[src/rtl/legv8_control_unit_pkg.sv]
// Shared definitions for the LEGv8 control unit: opcodes, ALU function codes,
// sequencer states and the datapath control word.
package legv8_ctrl_pkg;

  localparam logic [10:0] OP_ADD  = 11'b10001011000;
  localparam logic [10:0] OP_SUB  = 11'b11001011000;
  localparam logic [10:0] OP_AND  = 11'b10001010000;
  localparam logic [10:0] OP_ORR  = 11'b10101010000;
  localparam logic [10:0] OP_EOR  = 11'b11001010000;
  localparam logic [10:0] OP_STUR = 11'b11111000000;
  localparam logic [10:0] OP_LDUR = 11'b11111000010;

  localparam logic [9:0]  OP_ADDI = 10'b1001000100;
  localparam logic [9:0]  OP_SUBI = 10'b1101000100;
  localparam logic [9:0]  OP_ANDI = 10'b1001001000;
  localparam logic [9:0]  OP_ORRI = 10'b1011001000;
  localparam logic [9:0]  OP_EORI = 10'b1101001000;

  localparam logic [7:0]  OP_CBZ  = 8'b10110100;
  localparam logic [7:0]  OP_CBNZ = 8'b10110101;
  localparam logic [5:0]  OP_B    = 6'b000101;

  localparam logic [4:0]  FS_AND  = 5'b00000;
  localparam logic [4:0]  FS_ORR  = 5'b00100;
  localparam logic [4:0]  FS_ADD  = 5'b01000;
  localparam logic [4:0]  FS_EOR  = 5'b01100;
  localparam logic [4:0]  FS_SUB  = 5'b01001;

  localparam logic [1:0]  RAM_SIZE_64 = 2'b11;
  localparam logic [4:0]  REG_XZR     = 5'd31;

  typedef enum logic [1:0] {
    ST_FETCH = 2'd0,
    ST_EXEC  = 2'd1,
    ST_MEM2  = 2'd2,
    ST_HALT  = 2'd3
  } state_t;

  typedef struct packed {
    logic [4:0]  sa;
    logic [4:0]  sb;
    logic [4:0]  da;
    logic [4:0]  fs;
    logic        c0;
    logic [63:0] k;
    logic        b_sel;
    logic        en_alu;
    logic        en_b;
    logic        en_addr_alu;
    logic        w_reg;
    logic        ram_cs;
    logic        ram_write_en;
    logic        ram_read_en;
  } ctrl_word_t;

  // Subtraction is the only function that needs the two's-complement carry-in.
  function automatic logic fs_carry_in(input logic [4:0] fs);
    return (fs == FS_SUB);
  endfunction

endpackage

[src/rtl/legv8_control_unit_if.sv]
// Fetch and control-word bus between the control unit (master) and the
// instruction ROM / datapath (slave).
interface legv8_control_unit_if;
  logic [63:0] instr_addr;
  logic [31:0] instr_data;
  logic [3:0]  status;
  logic [4:0]  SA;
  logic [4:0]  SB;
  logic [4:0]  DA;
  logic [4:0]  FS;
  logic        C0;
  logic [63:0] k;
  logic        B_Sel;
  logic        EN_ALU;
  logic        EN_B;
  logic        EN_ADDR_ALU;
  logic        w_reg;
  logic        ram_cs;
  logic        ram_write_en;
  logic        ram_read_en;
  logic [1:0]  ramOutsize;
  logic [63:0] pc;
  logic        halted;

  modport master (
    output instr_addr, SA, SB, DA, FS, C0, k, B_Sel, EN_ALU, EN_B, EN_ADDR_ALU,
           w_reg, ram_cs, ram_write_en, ram_read_en, ramOutsize, pc, halted,
    input  instr_data, status
  );

  modport slave (
    input  instr_addr, SA, SB, DA, FS, C0, k, B_Sel, EN_ALU, EN_B, EN_ADDR_ALU,
           w_reg, ram_cs, ram_write_en, ram_read_en, ramOutsize, pc, halted,
    output instr_data, status
  );
endinterface

[src/rtl/legv8_control_unit_decoder.sv]
// Combinational instruction decoder: IR plus sequencer state to the datapath
// control word and the instruction class flags the sequencer needs.
module legv8_decoder
  import legv8_ctrl_pkg::*;
(
  input  logic [31:0] ir,
  input  state_t      state,
  output ctrl_word_t  cw,
  output logic        is_alu,
  output logic        is_load,
  output logic        is_store,
  output logic        is_cb,
  output logic        is_b,
  output logic        illegal
);

  logic        is_imm_s;
  logic [4:0]  alu_fs_s;
  logic [63:0] imm12_s;
  logic [63:0] addr9_s;

  assign imm12_s = {52'd0, ir[21:10]};
  assign addr9_s = {{55{ir[20]}}, ir[20:12]};

  // Address-generation word shared by LDUR (both cycles) and STUR.
  function automatic ctrl_word_t mem_addr_word(input logic [31:0] w, input logic [63:0] off);
    ctrl_word_t c;
    c             = '0;
    c.sa          = w[9:5];
    c.sb          = w[4:0];
    c.k           = off;
    c.b_sel       = 1'b1;
    c.fs          = FS_ADD;
    c.en_addr_alu = 1'b1;
    c.ram_cs      = 1'b1;
    return c;
  endfunction

  // Opcode classification, priority from the 11-bit field down to the 6-bit field.
  always_comb begin
    is_alu   = 1'b0;
    is_imm_s = 1'b0;
    is_load  = 1'b0;
    is_store = 1'b0;
    is_cb    = 1'b0;
    is_b     = 1'b0;
    illegal  = 1'b0;
    alu_fs_s = FS_AND;
    if (ir[31:21] == OP_ADD) begin
      is_alu = 1'b1; alu_fs_s = FS_ADD;
    end else if (ir[31:21] == OP_SUB) begin
      is_alu = 1'b1; alu_fs_s = FS_SUB;
    end else if (ir[31:21] == OP_AND) begin
      is_alu = 1'b1; alu_fs_s = FS_AND;
    end else if (ir[31:21] == OP_ORR) begin
      is_alu = 1'b1; alu_fs_s = FS_ORR;
    end else if (ir[31:21] == OP_EOR) begin
      is_alu = 1'b1; alu_fs_s = FS_EOR;
    end else if (ir[31:21] == OP_STUR) begin
      is_store = 1'b1;
    end else if (ir[31:21] == OP_LDUR) begin
      is_load = 1'b1;
    end else if (ir[31:22] == OP_ADDI) begin
      is_alu = 1'b1; is_imm_s = 1'b1; alu_fs_s = FS_ADD;
    end else if (ir[31:22] == OP_SUBI) begin
      is_alu = 1'b1; is_imm_s = 1'b1; alu_fs_s = FS_SUB;
    end else if (ir[31:22] == OP_ANDI) begin
      is_alu = 1'b1; is_imm_s = 1'b1; alu_fs_s = FS_AND;
    end else if (ir[31:22] == OP_ORRI) begin
      is_alu = 1'b1; is_imm_s = 1'b1; alu_fs_s = FS_ORR;
    end else if (ir[31:22] == OP_EORI) begin
      is_alu = 1'b1; is_imm_s = 1'b1; alu_fs_s = FS_EOR;
    end else if ((ir[31:24] == OP_CBZ) || (ir[31:24] == OP_CBNZ)) begin
      is_cb = 1'b1;
    end else if (ir[31:26] == OP_B) begin
      is_b = 1'b1;
    end else begin
      illegal = 1'b1;
    end
  end

  // Control word per state; FETCH, HALT and B leave every enable low.
  always_comb begin
    cw = '0;
    case (state)
      ST_EXEC: begin
        if (is_alu) begin
          cw.sa     = ir[9:5];
          cw.sb     = ir[20:16];
          cw.da     = ir[4:0];
          cw.fs     = alu_fs_s;
          cw.c0     = fs_carry_in(alu_fs_s);
          cw.b_sel  = is_imm_s;
          cw.k      = is_imm_s ? imm12_s : 64'd0;
          cw.en_alu = 1'b1;
          cw.w_reg  = 1'b1;
        end else if (is_store) begin
          cw              = mem_addr_word(ir, addr9_s);
          cw.en_b         = 1'b1;
          cw.ram_write_en = 1'b1;
        end else if (is_load) begin
          cw             = mem_addr_word(ir, addr9_s);
          cw.ram_read_en = 1'b1;
        end else if (is_cb) begin
          // Rt OR 0 through the ALU so Z reflects Rt == 0.
          cw.sa    = ir[4:0];
          cw.k     = 64'd0;
          cw.b_sel = 1'b1;
          cw.fs    = FS_ORR;
        end else begin
          cw = '0;
        end
      end
      ST_MEM2: begin
        cw             = mem_addr_word(ir, addr9_s);
        cw.ram_read_en = 1'b1;
        cw.da          = ir[4:0];
        cw.w_reg       = 1'b1;
      end
      default: begin
        cw = '0;
      end
    endcase
    if (cw.da == REG_XZR) begin
      cw.w_reg = 1'b0;
    end else begin
      cw.w_reg = cw.w_reg;
    end
  end

endmodule

[src/rtl/legv8_control_unit.sv]
// LEGv8 multi-cycle sequencer: PC, instruction register, branch adder and the
// FETCH/EXEC/MEM2/HALT state machine driving the datapath control word.
module legv8_control_unit
  import legv8_ctrl_pkg::*;
#(
  parameter logic [63:0] PC_RESET = 64'h0
) (
  input logic                  clock,
  input logic                  reset,
  legv8_control_unit_if.master bus
);

  state_t      state_r;
  state_t      next_state_s;
  logic [63:0] pc_r;
  logic [63:0] pc_next_s;
  logic [63:0] ipc_r;
  logic [31:0] ir_r;
  ctrl_word_t  cw_s;
  ctrl_word_t  cw_out_s;
  logic        is_alu_s;
  logic        is_load_s;
  logic        is_store_s;
  logic        is_cb_s;
  logic        is_b_s;
  logic        illegal_s;
  logic        known_op_s;
  logic        z_flag_s;
  logic        cb_taken_s;
  logic [63:0] cb_target_s;
  logic [63:0] b_target_s;

  legv8_decoder u_decoder (
    .ir       (ir_r),
    .state    (state_r),
    .cw       (cw_s),
    .is_alu   (is_alu_s),
    .is_load  (is_load_s),
    .is_store (is_store_s),
    .is_cb    (is_cb_s),
    .is_b     (is_b_s),
    .illegal  (illegal_s)
  );

  assign known_op_s  = is_alu_s | is_load_s | is_store_s | is_cb_s | is_b_s;
  assign z_flag_s    = bus.status[0];
  assign cb_taken_s  = ir_r[24] ? ~z_flag_s : z_flag_s;
  assign cb_target_s = ipc_r + {{43{ir_r[23]}}, ir_r[23:5], 2'b00};
  assign b_target_s  = ipc_r + {{36{ir_r[25]}}, ir_r[25:0], 2'b00};

  // State register.
  always_ff @(posedge clock) begin
    if (reset) begin
      state_r <= ST_FETCH;
    end else begin
      state_r <= next_state_s;
    end
  end

  // PC, instruction register and the PC of the instruction in flight.
  always_ff @(posedge clock) begin
    if (reset) begin
      pc_r  <= PC_RESET;
      ir_r  <= 32'd0;
      ipc_r <= 64'd0;
    end else begin
      pc_r <= pc_next_s;
      if (state_r == ST_FETCH) begin
        ir_r  <= bus.instr_data;
        ipc_r <= pc_r;
      end else begin
        ir_r  <= ir_r;
        ipc_r <= ipc_r;
      end
    end
  end

  // Next-state logic; an unrecognised opcode parks the unit in HALT.
  always_comb begin
    next_state_s = state_r;
    case (state_r)
      ST_FETCH: next_state_s = ST_EXEC;
      ST_EXEC: begin
        if (illegal_s || !known_op_s) begin
          next_state_s = ST_HALT;
        end else if (is_load_s) begin
          next_state_s = ST_MEM2;
        end else begin
          next_state_s = ST_FETCH;
        end
      end
      ST_MEM2: next_state_s = ST_FETCH;
      ST_HALT: next_state_s = ST_HALT;
      default: next_state_s = ST_FETCH;
    endcase
  end

  // Next PC: sequential increment in FETCH, branch redirect relative to ipc in EXEC.
  always_comb begin
    pc_next_s = pc_r;
    case (state_r)
      ST_FETCH: pc_next_s = pc_r + 64'd4;
      ST_EXEC: begin
        if (is_b_s) begin
          pc_next_s = b_target_s;
        end else if (is_cb_s && cb_taken_s) begin
          pc_next_s = cb_target_s;
        end else begin
          pc_next_s = pc_r;
        end
      end
      default: pc_next_s = pc_r;
    endcase
  end

  // Output word; reset suppresses every strobe so an interrupted LDUR cannot write.
  always_comb begin
    if (reset) begin
      cw_out_s = '0;
    end else begin
      cw_out_s = cw_s;
    end
  end

  assign bus.instr_addr   = pc_r;
  assign bus.pc           = pc_r;
  assign bus.halted       = (state_r == ST_HALT);
  assign bus.ramOutsize   = RAM_SIZE_64;
  assign bus.SA           = cw_out_s.sa;
  assign bus.SB           = cw_out_s.sb;
  assign bus.DA           = cw_out_s.da;
  assign bus.FS           = cw_out_s.fs;
  assign bus.C0           = cw_out_s.c0;
  assign bus.k            = cw_out_s.k;
  assign bus.B_Sel        = cw_out_s.b_sel;
  assign bus.EN_ALU       = cw_out_s.en_alu;
  assign bus.EN_B         = cw_out_s.en_b;
  assign bus.EN_ADDR_ALU  = cw_out_s.en_addr_alu;
  assign bus.w_reg        = cw_out_s.w_reg;
  assign bus.ram_cs       = cw_out_s.ram_cs;
  assign bus.ram_write_en = cw_out_s.ram_write_en;
  assign bus.ram_read_en  = cw_out_s.ram_read_en;

endmodule

[src/flat_wrapper.sv]
// flat-port wrapper written by rule: the top's interface ports become plain ports
module legv8_control_unit_flat import legv8_ctrl_pkg::*;
#(
  parameter logic [63:0] PC_RESET = 64'h0
)
  (clock, reset, bus_instr_addr, bus_SA, bus_SB, bus_DA, bus_FS, bus_C0, bus_k, bus_B_Sel, bus_EN_ALU, bus_EN_B, bus_EN_ADDR_ALU, bus_w_reg, bus_ram_cs, bus_ram_write_en, bus_ram_read_en, bus_ramOutsize, bus_pc, bus_halted, bus_instr_data, bus_status);
  legv8_control_unit_if bus_i ();
  input logic clock;
  input logic reset;
  output wire logic [$bits(bus_i.instr_addr)-1:0] bus_instr_addr;
  output wire logic [$bits(bus_i.SA)-1:0] bus_SA;
  output wire logic [$bits(bus_i.SB)-1:0] bus_SB;
  output wire logic [$bits(bus_i.DA)-1:0] bus_DA;
  output wire logic [$bits(bus_i.FS)-1:0] bus_FS;
  output wire logic [$bits(bus_i.C0)-1:0] bus_C0;
  output wire logic [$bits(bus_i.k)-1:0] bus_k;
  output wire logic [$bits(bus_i.B_Sel)-1:0] bus_B_Sel;
  output wire logic [$bits(bus_i.EN_ALU)-1:0] bus_EN_ALU;
  output wire logic [$bits(bus_i.EN_B)-1:0] bus_EN_B;
  output wire logic [$bits(bus_i.EN_ADDR_ALU)-1:0] bus_EN_ADDR_ALU;
  output wire logic [$bits(bus_i.w_reg)-1:0] bus_w_reg;
  output wire logic [$bits(bus_i.ram_cs)-1:0] bus_ram_cs;
  output wire logic [$bits(bus_i.ram_write_en)-1:0] bus_ram_write_en;
  output wire logic [$bits(bus_i.ram_read_en)-1:0] bus_ram_read_en;
  output wire logic [$bits(bus_i.ramOutsize)-1:0] bus_ramOutsize;
  output wire logic [$bits(bus_i.pc)-1:0] bus_pc;
  output wire logic [$bits(bus_i.halted)-1:0] bus_halted;
  input wire logic [$bits(bus_i.instr_data)-1:0] bus_instr_data;
  input wire logic [$bits(bus_i.status)-1:0] bus_status;
  assign bus_instr_addr = bus_i.instr_addr;
  assign bus_SA = bus_i.SA;
  assign bus_SB = bus_i.SB;
  assign bus_DA = bus_i.DA;
  assign bus_FS = bus_i.FS;
  assign bus_C0 = bus_i.C0;
  assign bus_k = bus_i.k;
  assign bus_B_Sel = bus_i.B_Sel;
  assign bus_EN_ALU = bus_i.EN_ALU;
  assign bus_EN_B = bus_i.EN_B;
  assign bus_EN_ADDR_ALU = bus_i.EN_ADDR_ALU;
  assign bus_w_reg = bus_i.w_reg;
  assign bus_ram_cs = bus_i.ram_cs;
  assign bus_ram_write_en = bus_i.ram_write_en;
  assign bus_ram_read_en = bus_i.ram_read_en;
  assign bus_ramOutsize = bus_i.ramOutsize;
  assign bus_pc = bus_i.pc;
  assign bus_halted = bus_i.halted;
  assign bus_i.instr_data = bus_instr_data;
  assign bus_i.status = bus_status;
  legv8_control_unit #(.PC_RESET(PC_RESET)) u_core (.clock(clock), .reset(reset), .bus(bus_i));
endmodule
[config.mk]
export PLATFORM = sky130hd
export DESIGN_NAME = legv8_control_unit_flat
export DESIGN_NICKNAME = d
export VERILOG_FILES = /design/src/rtl/legv8_control_unit_pkg.sv /design/src/rtl/legv8_control_unit_if.sv /design/src/rtl/legv8_control_unit_decoder.sv /design/src/rtl/legv8_control_unit.sv /design/src/flat_wrapper.sv
export SDC_FILE = /design/constraint.sdc
export NUM_CORES = 1
export LEC_CHECK = 0
export BUFFER_PORTS_ARGS = -buffer_cell sky130_fd_sc_hd__buf_4
export CAP_MARGIN = 10
export CORE_MARGIN = 3
export CORE_UTILIZATION = 25
export CTS_BUF_LIST = sky130_fd_sc_hd__clkbuf_16
export DETAILED_ROUTE_END_ITERATION = 7
export GPL_TIMING_DRIVEN = 0
export PLACE_DENSITY = 0.44
export SYNTH_ARGS = -nofsm -noshare
export SYNTH_HDL_FRONTEND = slang
export SYNTH_SLANG_ARGS = --single-unit
[constraint.sdc]
create_clock -name clock -period 10.85 [get_ports clock]
set_clock_uncertainty 0.15 [all_clocks]
set_input_delay 1.6275 -clock clock [delete_from_list [all_inputs] [get_ports clock]]
set_output_delay 1.6275 -clock clock [all_outputs]
set_load 0.05 [all_outputs]
==> run_results.csv <==
group,metric,value,unit
run_status,outcome,"complete, no violations",
pwr,p_int,1126,uW
run,max_cap_viol_count,0,
grt,grtUsageTotal,0.1949,
clock_network,cts_hold_buf,0,
layout,finalNetCount,2061,
clock_network,clock_path_buffers,2,
grt,overflow,0,
yosys,syn_area,12910,um^2
pwr,peakVddDrop,0.1318,mV
worst_setup_path,worstPathArrival,4340,ps
drt,wl_per_cell,20.51,um
pwr,netSwitchingPower,683.0,uW
floorplan,initial_core_util,0.2553,
yosys,netlist.area_leader.share,0.2511,
drt,drt_iter0_drc,979,
yosys,synthArstFlopShare,0,
floorplan,die_h,233.3,um
clock_network,cts_resized,0,
worst_hold_path,min_to,"u_core.bus.instr_addr[0]$_SDFFE_PP0P_",
floorplan,fp.dieArea,54420,um^2
worst_setup_path,r2r_start,"u_core.ir_r[30]$_SDFFE_PP0P_",
grt,antenna_found_initial,2,
yosys,netlist_instances,1677,
layout,mostFrequentLayoutCells,"380 x buf_4, 208 x nor2_1, 162 x dfxtp_1",
timing,post-route-worst-setup-slack,4737,ps
layout,drive_gt1_frac,0.2403,
pwr,pwr-share-clk,0.331,
pwr,combPwrFrac,0.298,
drt,drc,0,
timing,fin_crit,6113,ps
worst_setup_path,reg2reg_slack,5130,ps
clock_network,cts_root_buf,"clkbuf_16",
yosys,yosys_most_used_dff,"dfxtp_1",
timing,finalSetupViolations,0,
floorplan,ios,262,
timing,tns,0,ps
worst_setup_path,cp_max_fo,52,
worst_hold_path,min_from,"u_core.ipc_r[0]$_SDFFE_PP0P_",
clock_network,postCtsSetupBuffers,0,
floorplan,fp.coreArea,50580,um^2
yosys,ys_warn_count,0,
yosys,synth_area_leaders,"dfxtp_1 25%, mux2i_1 7.8%, buf_4 7.3%",
timing,hold_viol,0,
timing,max_freq,163.6,MHz
worst_setup_path,path_class,"primary input to output pin",
pwr,switching_share,0.3776,
drt,wl,54080,um
worst_setup_path,end_kind,"output pin",
clock_network,h-tree-depth,4,
drt,firstDrtPassIters,5,
grt,grt_pass1_vias,12680,
timing,slew_viol_final,0,
worst_setup_path,r2r_cells,18,
pwr,seqPwrFrac,0.371,
layout,layout_commonest_cell,"buf_4",
worst_hold_path,whs_path_depth,2,
drt,via_per_inst,5.091,
timing,worst_pin_slew,1258,ps
yosys,yosysSeqAreaShare,0.2511,
place,place_worst_setup_slack,4740,ps
floorplan,row_count,82,
drt,ant_nets,0,
grt,grt_max_degree,53,
timing,whs,301.6,ps
clock_network,cts_tree,"done",
drt,routed-via-count,13430,
place,hpwl,41840,um
clock_network,path_clk_slew,60,ps
timing,finalCritPeriodShare,0.5634,
floorplan,die_x,233.3,um
worst_hold_path,min-delay-path-class,"flip-flop to flip-flop",
yosys,synth.distinct_cells,98,
clock_network,cts_buffers,17,
yosys,ys_ff_latch,162,
timing,rsz0062_at_grt,"false",
timing,relSlewSlack,0.1612,
layout,syn2layout_area_growth,25.69,%
yosys,synth.avg_cell_area,7.701,um^2
pwr,leakagePower,0.007592,uW
worst_setup_path,rr_endpoint,"u_core.bus.instr_addr[60]$_SDFFE_PP0P_",
worst_setup_path,critPathRequiredTime,9070,ps
clock_network,cts_sinks,162,
pwr,powerDensity,111.4,nW/um^2
clock_network,clock_latency,470,ps
yosys,synth_edf_count,0,
yosys,synth_area_leader_cell,"dfxtp_1",
grt,grt_pass1_wl,80760,um
worst_setup_path,startpoint_type,"primary input",
place,gp_congestion,0.8590,
place,port_buffers,254,
-- registers in the layout (all words and copies together) (netlist names) --
name	flops
u_core.ir_r	32
u_core.bus.instr_addr	64
u_core.ipc_r	64
u_core.state_r	2
-- logic make-up (layout without fill, tap and decap cells) --
group	count (synthesis)	in the layout	share of synthesized area
multiplexers	103	103	0.08002
buffers and inverters	248	533	0.1133
other	2	5	0.0005815
AND/OR/NAND/NOR	613	613	0.2308
flip-flops	162	162	0.2511
XOR/XNOR	51	51	0.03459
adder cells (fa/ha/maj)	70	70	0.06840
AO/OA/AOI/OAI	428	428	0.2213
-- how the worst max path moves through the flow --
stage / startpoint / to / slack [ps] / cells after the start
floorplan: reset / bus_k[13] / 4530 / 5
global placement: reset / bus_k[20] / 4270 / 7
detailed placement: reset / bus_k[31] / 4740 / 7
CTS: reset / bus_k[31] / 4750 / 7
global route: reset / bus_k[17] / 4490 / 7
finish: reset / bus_k[31] / 4740 / 7
-- per-layer routing --
metal  track usage  wire (um)  vias to the layer above
met5             0          0                        -
met4       0.05062        906                        0
met3       0.02256       2699                       47
met2        0.3231      25250                      398
met1        0.2678      25230                     6507
li1              -          -                     6473
-- worst max-delay path, stage by stage --
cell	delay [ps]
buf_4	140
nor2b_1	380
o21a_1	360
clkbuf_1	550
and2_2	830
buf_4	230
buf_4	190
-- cell type report --
class	count	area, um^2
antenna	1	2.502
buffer	224	1373
clock buffer	17	425.4
clock inverter	13	106.4
fill	5481	34350
inverter	24	90.09
multi-input combinational	1269	8218
sequential	162	3243
tap	672	840.8
timing repair buffer	255	1934
-- power groups by stage --
stage                     Combinational [uW]  Clock [uW]  Sequential [uW]
after floorplan                          331           0              695
after global placement                   531           0              684
after global routing                     577         634              676
after detailed placement                 535           0              685
after CTS                                537         613              672
final                                    539         599              671
-- cells in the mapped netlist, types with 5 or more instances --
cell	instances
a221oi_1	6
a22o_1	16
nor2_1	208
mux2i_1	101
nor3_1	39
a311oi_1	5
buf_6	5
a211oi_1	26
inv_1	24
a211o_1	5
o211a_1	5
o21a_1	12
buf_1	16
buf_2	15
xnor2_1	33
and2_1	13
xor2_1	18
nor4_1	12
nand2_1	154
o22ai_1	6
nand2b_1	14
o21ai_0	66
clkbuf_1	60
a31oi_1	22
or2_2	6
o21bai_1	8
ha_1	69
or3_1	9
o31ai_1	5
nand3_1	65
o211ai_1	14
dfxtp_1	162
nor3b_1	6
buf_4	126
a21o_1	43
nor2b_1	8
a21oi_1	132
nand4_1	20
and3_1	22
-- per-stage QoR --
| step | total power, uW | utilization | area, um^2 | std cells |
|---|---|---|---|---|
| after floorplan | 1027 | - | 12920 | 1679 |
| after global placement | 1215 | 0.3098 | 15670 | 2605 |
| after detailed placement | 1220 | 0.3104 | 15700 | 2606 |
| after CTS | 1821 | 0.3209 | 16230 | 2636 |
| after global routing | 1887 | 0.3209 | 16230 | 2636 |
| final | 1809 | 0.3209 | 16230 | 2637 |
No activity file was read; power rests on OpenSTA's default activity.
